### src/rtl/e203_cmt_result_mon.sv
// Commit-stream result monitor: counts cycles/dispatches, detects tohost hits,
// declares pass/fail/timeout from x3, and keeps a short committed-PC history.
//
// state | meaning
// RUN   | test in progress, counters and history updating
// DONE  | DONE_CNT-th tohost hit seen, pass/fail latched from x3
// TMO   | cycle budget exhausted before the test finished
module e203_cmt_result_mon #(
    parameter int                PC_W       = 32,
    parameter int                XLEN       = 32,
    parameter logic [PC_W-1:0]   TOHOST_PC  = PC_W'(32'h8000_0086),
    parameter int                DONE_CNT   = 8,
    parameter logic [31:0]       TIMEOUT    = 32'd10000000,
    parameter int                HIST_DEPTH = 4,
    localparam int               HW         = $clog2(HIST_DEPTH)
) (
    input  logic            clk,
    input  logic            rst_n,
    input  logic            clr,
    input  logic            cmt_valid,
    input  logic [PC_W-1:0] cmt_pc,
    input  logic            exu_i_valid,
    input  logic            exu_i_ready,
    input  logic [XLEN-1:0] x3_val,
    input  logic [HW-1:0]   hist_idx,
    output logic [PC_W-1:0] hist_pc,
    output logic [HW:0]     hist_cnt,
    output logic [31:0]     cycle_cnt,
    output logic [31:0]     instr_cnt,
    output logic [31:0]     tohost_cnt,
    output logic [31:0]     tohost_cycle,
    output logic            done,
    output logic            pass,
    output logic            fail,
    output logic            timeout
);

    typedef enum logic [1:0] {
        S_RUN  = 2'd0,
        S_DONE = 2'd1,
        S_TMO  = 2'd2
    } state_t;

    localparam logic [31:0] DONE_LAST = 32'(DONE_CNT - 1);
    localparam logic [HW:0] HIST_FULL = (HW + 1)'(HIST_DEPTH);

    state_t          state;
    logic [PC_W-1:0] hist_mem [HIST_DEPTH];
    logic [HW-1:0]   wr_ptr;
    logic [HW-1:0]   rd_addr;
    logic            hit;
    logic            seen;
    logic            done_hit;
    logic            x3_is_one;

    assign hit       = cmt_valid && (cmt_pc == TOHOST_PC);
    assign seen      = (tohost_cnt != 32'd0);
    assign done_hit  = hit && (tohost_cnt == DONE_LAST);
    assign x3_is_one = (x3_val == XLEN'(1));

    always_ff @(posedge clk) begin
        if (!rst_n || clr) begin
            state        <= S_RUN;
            cycle_cnt    <= '0;
            instr_cnt    <= '0;
            tohost_cnt   <= '0;
            tohost_cycle <= '0;
            done         <= 1'b0;
            pass         <= 1'b0;
            fail         <= 1'b0;
            timeout      <= 1'b0;
            wr_ptr       <= '0;
            hist_cnt     <= '0;
            for (int i = 0; i < HIST_DEPTH; i++) hist_mem[i] <= '0;
        end else if (state == S_RUN) begin
            cycle_cnt <= cycle_cnt + 32'd1;
            if (exu_i_valid && exu_i_ready && !seen)
                instr_cnt <= instr_cnt + 32'd1;
            if (hit) begin
                tohost_cnt <= tohost_cnt + 32'd1;
                if (!seen) tohost_cycle <= cycle_cnt;
            end
            // Ring buffer: oldest entry is overwritten once full.
            if (cmt_valid) begin
                hist_mem[wr_ptr] <= cmt_pc;
                wr_ptr           <= wr_ptr + 1'b1;
                if (hist_cnt != HIST_FULL) hist_cnt <= hist_cnt + 1'b1;
            end
            // A completing hit takes priority over a coincident timeout.
            if (done_hit) begin
                state <= S_DONE;
                done  <= 1'b1;
                pass  <= x3_is_one;
                fail  <= !x3_is_one;
            end else if (cycle_cnt == TIMEOUT - 32'd1) begin
                state   <= S_TMO;
                done    <= 1'b1;
                timeout <= 1'b1;
                fail    <= 1'b1;
            end
        end
    end

    // Newest entry sits just behind the write pointer.
    assign rd_addr = wr_ptr - HW'(1) - hist_idx;
    assign hist_pc = ({1'b0, hist_idx} < hist_cnt) ? hist_mem[rd_addr] : '0;

endmodule

### config.mk
export PLATFORM = sky130hd
export DESIGN_NAME = e203_cmt_result_mon
export DESIGN_NICKNAME = d
export VERILOG_FILES = /design/src/rtl/e203_cmt_result_mon.sv
export SDC_FILE = /design/constraint.sdc
export NUM_CORES = 1
export LEC_CHECK = 0
export ABC_CLOCK_PERIOD_IN_PS = 5300
export CELL_PAD_IN_SITES_DETAIL_PLACEMENT = 0
export CELL_PAD_IN_SITES_GLOBAL_PLACEMENT = 1
export CORE_MARGIN = 2
export CORE_UTILIZATION = 37
export DETAILED_ROUTE_END_ITERATION = 10
export DONT_BUFFER_PORTS = 1
export PLACE_DENSITY = 0.68
export SYNTH_ARGS = -nofsm -noshare
export SYNTH_HDL_FRONTEND = slang
export SYNTH_SLANG_ARGS = --single-unit
### constraint.sdc
create_clock -name clk -period 5.3 [get_ports clk]
set_input_delay 0.265 -clock clk [delete_from_list [all_inputs] [get_ports clk]]
set_output_delay 0.265 -clock clk [all_outputs]
set_load 0.01 [all_outputs]
==> reports/metrics.csv <==
metric;value;unit
Ports;239;
final hold vios;0;
cell taking the most area after synthesis;edfxtp_1;
RSZ-0062 raised after global routing;false;
Port Buffer Count;0;
Slew @ Worst Pin;1.14;ns
initial antenna violation count;0;
Critical R2R Capture;tohost_cnt[16];
met2 GRT Util;33.0;%
Ant. Diodes;0;
worst skew pair latency;0.55;ns
post-CTS setup buffer count;0;
Yosys cell types;54;
Core Region;33400;um2
number of synthesized flops with an enable pin;128;
CTS root buffer;clkbuf_16;
final setup violation count;0;
Final Cycle Share;65.1;%
hold endpoint;wr_ptr[0];
WP data arrival;3.19;ns
sequential area share after synthesis;53.1;%
worst reg2reg setup slack;2.24;ns
Syn Inst Count;1223;
outcome;completed;
fraction of layout cells with a size suffix above 1;9.40;%
ANT nets after route;0;
P per Cell Area;311;nW/um2
first drt pass iteration count;4;
CTS Buf Count;30;
vias in the first global route;9104;
Layout area overhead;12.9;%
Die W;188;um
Critical Path, Cell by Cell;ha_2 -> xnor2_1 -> xnor2_2 -> buf_4 -> mux4_2 -> nor2b_1;
syn avg cell area;10.2;um2
CP max stage delay;0.87;ns
area share of the largest cell type after synthesis;30.8;%
fmax;290;MHz
peak supply drop;0.000245;V
max-cap viol count;0;
CTS Hold Bufs;32;
Top Family by Delay on Critical Path;XOR/XNOR gates;
Area contributors post-synth;edfxtp_1 (31%), dfxtp_1 (22%), mux4_2 (5.8%);
WHS Path Cells;3;
met3 Use GR;5.02;%
Crit Path Max Fanout;17;
Synth Flop Type;dfxtp_1;
most frequent cell after synthesis;dfxtp_1;
Placement Rows;67;
Pleak;4.72;nW
Worst path slowest cell;xnor2_2;
die height;188;um
CP Class;reg2out;
NumNets Final;1304;
fin util;42.2;%
setup_tns;0;ns
post_cts resized;0;
Ys Warns;0;
Slew HR;23.9;%
H-tree level count;1;
DR WL/cell;20.4;um
Async S/R FF share, synth;0;%
mapped cell area;12500;um2
DRT iter0 DRCs;646;
CP endpoint kind;primary output;
Critical Path Source;wr_ptr[0];
drt total wl;34600;um
CTS sink cnt;267;
HP Class;in2reg;
initial cell density of the core;37.4;%
vias per cell;5.55;
via count;9390;
TritonCTS clock tree;yes;
Worst Reg-to-Reg Cells;5;
clock slew at reported path FFs;0.06;ns
Clock Skew;0.0127;ns
GRT Total Usage;19.2;%
met1 GRT Util;24.7;%
HPWL Detailed;22200;um
Worst Path Required;5.04;ns
Crit path depth;6;
first-pass GRT wire length;54200;um
CP Buf/Inv Count;1;
GRT Max-Usage Layer;met2;
critical path startpoint category;flop;
Die Area;35200;um2
CTS max path bufs;3;
Synth top cells by count;dfxtp_1 (139), edfxtp_1 (128), nor2_1 (119);
Synth Register Bits;267;
Mapped Nets;1303;
r2r startpoint;state[1];
largest net degree at the start of global routing;67;
DRC violations left;0;
fin crit period;3.45;ns
gr ovfl total;0;
fin. max-slew vios;0;
hold path start;cmt_valid;
gp weighted congestion;0.754;
==> how the worst max path moves through the flow <==
| stage | to | slack [ns] |
|---|---|---|
| finish | hist_pc[23] | 1.85 |
| detailed placement | tohost_cnt[16] | 2.06 |
| CTS | hist_pc[21] | 1.73 |
| global route | hist_pc[23] | 1.61 |
| floorplan | hist_mem[3][0] | 1.57 |
| global placement | tohost_cnt[18] | 2.14 |
==> routing by layer <==
metal / up-vias / share of wire (%)
met2: 253 / 49
met5: - / 0
li1: 4503 / -
met4: 0 / 1.3
met1: 4594 / 43
met3: 40 / 7.3
==> where the power goes <==
group          internal (W)  switching (W)
clock               0.00106       0.000841
sequential          0.00222      0.0000182
combinational      0.000105       0.000142
total               0.00338        0.00100
==> layout by cell type, fill, tap and decap left out, drive strengths merged, types with 3 or more instances in the layout <==
| cell type | netlist | routed |
|---|---|---|
| or3 | 23 | 23 |
| inv | 56 | 56 |
| nand4 | 25 | 25 |
| edfxtp | 128 | 128 |
| xnor2 | 29 | 29 |
| o21ai | 58 | 58 |
| or4b | 3 | 3 |
| nor4b | 4 | 4 |
| nand4b | 3 | 3 |
| nand2 | 91 | 91 |
| o311ai | 7 | 7 |
| or4 | 35 | 35 |
| mux4 | 32 | 32 |
| ha | 8 | 8 |
| nor2 | 119 | 119 |
| dlygate4sd3 | 0 | 32 |
| nand3 | 63 | 63 |
| a41o | 5 | 5 |
| clkbuf | 68 | 36 |
| a21oi | 87 | 87 |
| o31ai | 25 | 25 |
| nor3 | 12 | 12 |
| nor2b | 34 | 34 |
| nor4 | 42 | 42 |
| o41ai | 7 | 7 |
| clkinv | 0 | 15 |
| and4 | 11 | 11 |
| and2 | 37 | 37 |
| nand2b | 15 | 15 |
| mux2i | 6 | 6 |
| dfxtp | 139 | 139 |
| and3 | 11 | 11 |
| xor2 | 6 | 6 |
| a31oi | 5 | 5 |
| buf | 12 | 17 |
==> cell families after synthesis <==
logic type                 synth area share [%]
DFF                                        53.1
AOI/OAI and AO/OA                          9.39
muxes                                      6.26
xor gates and xnor gates                   2.46
and+or+nand+nor                            23.6
buffers and inverters                      4.38
adders and majority gates                 0.802
==> sequential cells by signal, summed over array words and instances, names as in the netlist <==
| register | cells |
|---|---|
| done | 1 |
| pass | 1 |
| tohost_cnt | 32 |
| instr_cnt | 32 |
| hist_cnt | 3 |
| fail | 1 |
| hist_mem | 128 |
| timeout | 1 |
| tohost_cycle | 32 |
| state | 2 |
| wr_ptr | 2 |
| cycle_cnt | 32 |
==> final cells by class <==
| type | instances | area, um2 |
|---|---|---|
| Sequential cell | 267 | 6630 |
| Fill cell | 3291 | 19300 |
| Tap cell | 448 | 561 |
| Timing Repair Buffer | 49 | 448 |
| Clock inverter | 17 | 87.6 |
| Multi-Input combinational cell | 820 | 5370 |
| Clock buffer | 36 | 795 |
| Inverter | 56 | 210 |
==> worst min-delay path, cell delays in order <==
cell and delay [ns]:
and2_1 0.19, xnor2_1 0.08, nor2_1 0.07
==> through the flow <==
step / setup slack, ns / area, um2 / std cells / hold WS, ns / power (W)
after detailed placement: 2.06 / 12900 / 1608 / 0.467 / 0.00251
after CTS: 1.73 / 14100 / 1693 / 0.0597 / 0.00445
after floorplan: 1.57 / 12500 / 1223 / 0.463 / 0.00244
after global routing: 1.61 / 14100 / 1693 / 0.0916 / 0.00454
final: 1.85 / 14100 / 1693 / 0.0913 / 0.00438
after global placement: 2.14 / 12900 / 1608 / 0.464 / 0.00250
Note: power is estimated with default switching activity, not from simulation.
